## src/rtl/done_led_sched.sv

```systemverilog
// done_led_sched: round-robin scheduler that plays per-requester blink patterns
// on the STARTUPE3 DONE LED, with an LED-off gap after each pattern.
module done_led_sched #(
   parameter int NREQ          = 4,
   parameter int PATTERN_WIDTH = 16,
   parameter int TICK_DIV      = 3125000,
   parameter int GAP_TICKS     = 8
) (
   input  logic                          clk,
   input  logic                          rst,
   input  logic [NREQ-1:0]               req,
   input  logic [NREQ*PATTERN_WIDTH-1:0] pattern,
   input  logic                          idle_on,
   output logic [NREQ-1:0]               ack,
   output logic                          busy,
   output logic                          led,
   output logic                          usrdoneo,
   output logic                          usrdonets
);
   localparam int GW = NREQ > 1 ? $clog2(NREQ) : 1;
   localparam int CW = TICK_DIV > 1 ? $clog2(TICK_DIV) : 1;
   localparam int IW = PATTERN_WIDTH > 1 ? $clog2(PATTERN_WIDTH) : 1;
   localparam int XW = GAP_TICKS > 1 ? $clog2(GAP_TICKS) : 1;
   localparam logic [1:0] IDLE = 2'd0, PLAY = 2'd1, GAP = 2'd2;

   logic [1:0]               state;
   logic [CW-1:0]            cnt;
   logic [IW-1:0]            idx;
   logic [XW-1:0]            gcnt;
   logic [PATTERN_WIDTH-1:0] pat, gpat;
   logic [GW-1:0]            last_grant, grant;
   logic                     found, tick;

   // lowest k wins: scan from the far end so the nearest hit overwrites
   always_comb begin
      grant = last_grant;
      found = 1'b0;
      for (int k = NREQ; k >= 1; k--) begin
         if (req[(int'(last_grant) + k) % NREQ]) begin
            grant = GW'((int'(last_grant) + k) % NREQ);
            found = 1'b1;
         end
      end
      gpat = pattern[int'(grant)*PATTERN_WIDTH +: PATTERN_WIDTH];
   end

   assign tick      = (state != IDLE) && (cnt == CW'(TICK_DIV - 1));
   assign usrdoneo  = 1'b0;
   assign usrdonets = led;

   always_ff @(posedge clk) begin
      if (rst) begin
         state      <= IDLE;
         cnt        <= '0;
         idx        <= '0;
         gcnt       <= '0;
         pat        <= '0;
         last_grant <= GW'(NREQ - 1);
         ack        <= '0;
         busy       <= 1'b0;
         led        <= 1'b0;
      end else begin
         ack <= '0;
         cnt <= (state == IDLE || tick) ? '0 : cnt + 1'b1;
         case (state)
            IDLE: begin
               led  <= idle_on;
               busy <= 1'b0;
               if (found) begin
                  state      <= PLAY;
                  pat        <= gpat;
                  last_grant <= grant;
                  ack        <= NREQ'(1) << grant;
                  idx        <= IW'(PATTERN_WIDTH - 1);
                  gcnt       <= '0;
                  busy       <= 1'b1;
                  led        <= gpat[PATTERN_WIDTH-1];
               end
            end
            PLAY: begin
               if (tick) begin
                  if (idx == '0) begin
                     if (GAP_TICKS == 0) begin
                        state <= IDLE;
                        busy  <= 1'b0;
                        led   <= idle_on;
                     end else begin
                        state <= GAP;
                        gcnt  <= '0;
                        led   <= 1'b0;
                     end
                  end else begin
                     idx <= idx - 1'b1;
                     led <= pat[idx - 1'b1];
                  end
               end
            end
            GAP: begin
               if (tick) begin
                  if (gcnt == XW'(GAP_TICKS - 1)) begin
                     state <= IDLE;
                     busy  <= 1'b0;
                     led   <= idle_on;
                  end else begin
                     gcnt <= gcnt + 1'b1;
                  end
               end
            end
            default: state <= IDLE;
         endcase
      end
   end
endmodule

```

## config.mk

```make
export PLATFORM = sky130hd
export DESIGN_NAME = done_led_sched
export DESIGN_NICKNAME = d
export VERILOG_FILES = /design/src/rtl/done_led_sched.sv
export SDC_FILE = /design/constraint.sdc
export NUM_CORES = 1
export LEC_CHECK = 0
export ABC_AREA = 1
export ABC_CLOCK_PERIOD_IN_PS = 2200
export CAP_MARGIN = 20
export CORE_ASPECT_RATIO = 1.2
export CORE_MARGIN = 4
export CORE_UTILIZATION = 37
export CTS_BUF_LIST = sky130_fd_sc_hd__clkbuf_4 sky130_fd_sc_hd__clkbuf_8
export CTS_CLUSTER_SIZE = 25
export DETAILED_ROUTE_END_ITERATION = 10
export SYNTH_ARGS = -nofsm -noshare
export SYNTH_HDL_FRONTEND = slang
export SYNTH_SLANG_ARGS = --single-unit
```

## constraint.sdc

```tcl
create_clock -name clk -period 2.2 [get_ports clk]
set_input_delay 0.22 -clock clk [delete_from_list [all_inputs] [get_ports clk]]
set_output_delay 0.22 -clock clk [all_outputs]
set_load 0.005 [all_outputs]
```

==> impl_metrics.py <==
metrics = {
    "outcome": {
        "status": "finished clean",
    },
    "setup_path": {
        "crit_chain": "ha_1 -> nand2_1 -> nor2_2 -> nand2_1 -> nor2_4 -> nand4_2 -> nor3_2 -> nand3_2 -> nor3_1 -> nor3b_2",
        "cp_common_cell": "nand2_1",
        "crit_type": "reg2reg",
        "cp-start-kind": "flip-flop",
        "cpPeakStageDelay_ns": 0.37,
        "worstPathArrival_ns": 2.15,
        "cpMaxStageDelayCell": "dfxtp_1",
        "endpoint_kind": "flip-flop",
        "path_max_fanout": 5,
        "crit_required_ns": 2.43,
    },
    "detailed_routing": {
        "first_pass_iters": 5,
        "met2_length_um": 3920,
        "drc_errors": 0,
        "avgViaCountPerCell": 4.79,
        "routed-wl-met3_um": 475,
        "wl_per_cell_um": 11.7,
        "num_vias": 3324,
        "drtIter0Drc": 97,
        "drt-met1-wl_um": 3620,
        "top_layer": "met4",
        "detail-route-antenna-nets": 0,
        "finalWirelength_um": 8130,
    },
    "clock_network": {
        "post_cts_buffers": 0,
        "clockRootBuffer": "clkbuf_8",
        "cts_num_sinks": 55,
        "cts.htree.levels": 2,
        "cts_buffers": 5,
        "insertion_delay_ns": 0.32,
        "clkTransAtPathRegs_ns": 0.12,
        "clock_path_buffers": 2,
        "cts_tree": "built",
    },
    "yosys": {
        "synth_common_cells": "nand2_1, inv_1, nand3_1",
        "synth.yosys.warnings": 0,
        "synth-main-ff-cell": "dfxtp_1",
        "ys_top_cells_by_area": "dfxtp_1, nand2_1, nand3_1",
        "ys_types": 47,
        "ys_async_sr_fraction_pct": 0,
        "netlist.area_leader.share_pct": 32.8,
        "netlist_area_um2": 3360,
        "synth_nets": 578,
        "syn_inst": 498,
        "syn_area_per_cell_um2": 6.74,
        "yosys.area.top_type": "dfxtp_1",
        "synth_most_common_cell": "nand2_1",
        "synth_edf_count": 0,
        "ys_seq_area_share_pct": 32.8,
        "ys_ff_latch": 55,
    },
    "timing": {
        "maxSlewViolCount": 0,
        "final_hold_viol_count": 0,
        "setup_tns_ns": 0,
        "fin_crit_sh_pct": 87.7,
        "fmax_ghz": 0.518,
        "clock_skew_ns": 0.0139,
        "rsz0062_at_grt": "false",
        "fin_crit_ns": 1.93,
        "setup_viol": 0,
    },
    "grt": {
        "first_global_vias": 3254,
        "grt_usage_pct": 15.8,
        "grt_max_degree": 25,
        "antenna_found_initial": 0,
        "grt_pass1_wl_um": 14000,
        "overflow": 0,
    },
    "cells_and_area": {
        "layout-drive-gt1-share_pct": 9.88,
        "final_area_um2": 4340,
        "instances_no_fill": 694,
        "area_growth_pct": 29.4,
        "antennaDiodeCount": 0,
        "nets": 656,
    },
    "floorplan": {
        "start_util_pct": 38.6,
        "die_h_um": 112,
        "coreArea_um2": 8700,
        "ios": 79,
        "rows": 37,
        "die_w_um": 94.9,
        "die_area_um2": 10700,
    },
    "power_and_ir_drop": {
        "ir_drop_mv": 0.474,
        "p_leak_nw": 1.82,
        "pwr_density_cell_nw_per_um2": 1140,
    },
    "place": {
        "io_buffers": 77,
        "gp_congestion": 0.808,
        "place_hpwl_um": 6620,
        "place_area_um2": 4240,
        "dp_cells": 686,
    },
    "min_path": {
        "hold_path_class": "reg2reg",
    },
    "flow_run": {
        "drv_cap": 0,
    },
}
repair_timing:
action	CTS	global route
setup endpoints to repair	0	3
hold buffers	0	0
resized for setup	0	2
cell type report:
class	count	area [um2]
fill	895	4360
multi-input combinational	358	1870
sequential	55	1100
timing repair buffer	89	873
inverter	67	256
tap	117	146
clock buffer	5	68.8
clock inverter	3	26.3
layer usage:
| metal | vias to the layer above | global-route usage (%) |
|---|---|---|
| li1 | 1775 | - |
| met1 | 1452 | 19.9 |
| met2 | 87 | 27.0 |
| met3 | 10 | 3.55 |
| met4 | 0 | 4.23 |
| met5 | - | 0 |
critical path: cells and delay by family, from the launching register on:
kind	cells	cell delay, ns
fa+ha+maj	1	0.17
flops	1	0.37
simple gates	9	1.30
report_power, final:
part           total (mW)  switching, mW  internal [mW]  leakage (nW)
Sequential           1.36          0.140           1.22         0.450
Clock               0.602          0.367          0.235        0.0491
Combinational        2.98           1.79           1.19          1.32
Total                4.95           2.30           2.65          1.82
per-stage QoR:
step	util (%)	setup slack [ns]	total power, mW	hold WS (ns)
CTS	49.8	0.209	4.97	0.460
global placement	48.7	0.161	4.31	0.427
finish	49.9	0.271	4.95	0.457
global route	49.9	0.0490	5.44	0.476
detailed placement	48.7	0.119	4.35	0.438
floorplan	-	0.426	3.66	0.382
flip-flops by register name, indices dropped and copies added, names as in the netlist:
register and count:
pat 16, gcnt 3, busy 1, cnt 22, ack 4, state 2
last_grant 2, led 1, idx 4
cells by family (layout without fill, tap and decap cells):
logic type,count (synthesis),after routing,synth area share [%]
simple gates,268,268,37.1
buf+inv,85,164,11.6
compound gates,76,76,14.0
flops,55,55,32.8
fa+ha+maj,9,9,3.36
xor+xnor,4,4,1.04
other cells,1,1,0.112
final timing paths:
path / slack [ns] / end / cells after the start / start
hold / removal: 0.46 / cnt[0]$_SDFF_PP0_ / 1 / cnt[0]$_SDFF_PP0_
setup / recovery: 0.27 / cnt[20]$_SDFF_PP0_ / 10 / cnt[0]$_SDFF_PP0_
setup reg to reg: 0.27 / cnt[20]$_SDFF_PP0_ / 10 / cnt[0]$_SDFF_PP0_
hold reg to reg: 0.46 / cnt[0]$_SDFF_PP0_ / 1 / cnt[0]$_SDFF_PP0_
placed cells by master, fill, tap and decap left out, types with 3 or more instances in the layout:
cell type	count
nor2_2	4
nand3_2	3
o31a_1	4
nor2_1	26
nor3_1	10
nand3_1	56
o211ai_1	8
inv_6	3
nor2_4	3
xor2_1	3
clkdlybuf4s50_1	77
or2_1	7
inv_2	6
o21ai_0	21
clkbuf_8	5
nand2_2	8
a21oi_1	25
nand2_1	136
buf_4	11
nor3_2	3
nand4_1	4
dfxtp_1	54
ha_1	9
inv_1	60
(Power assumes the default switching activity.)
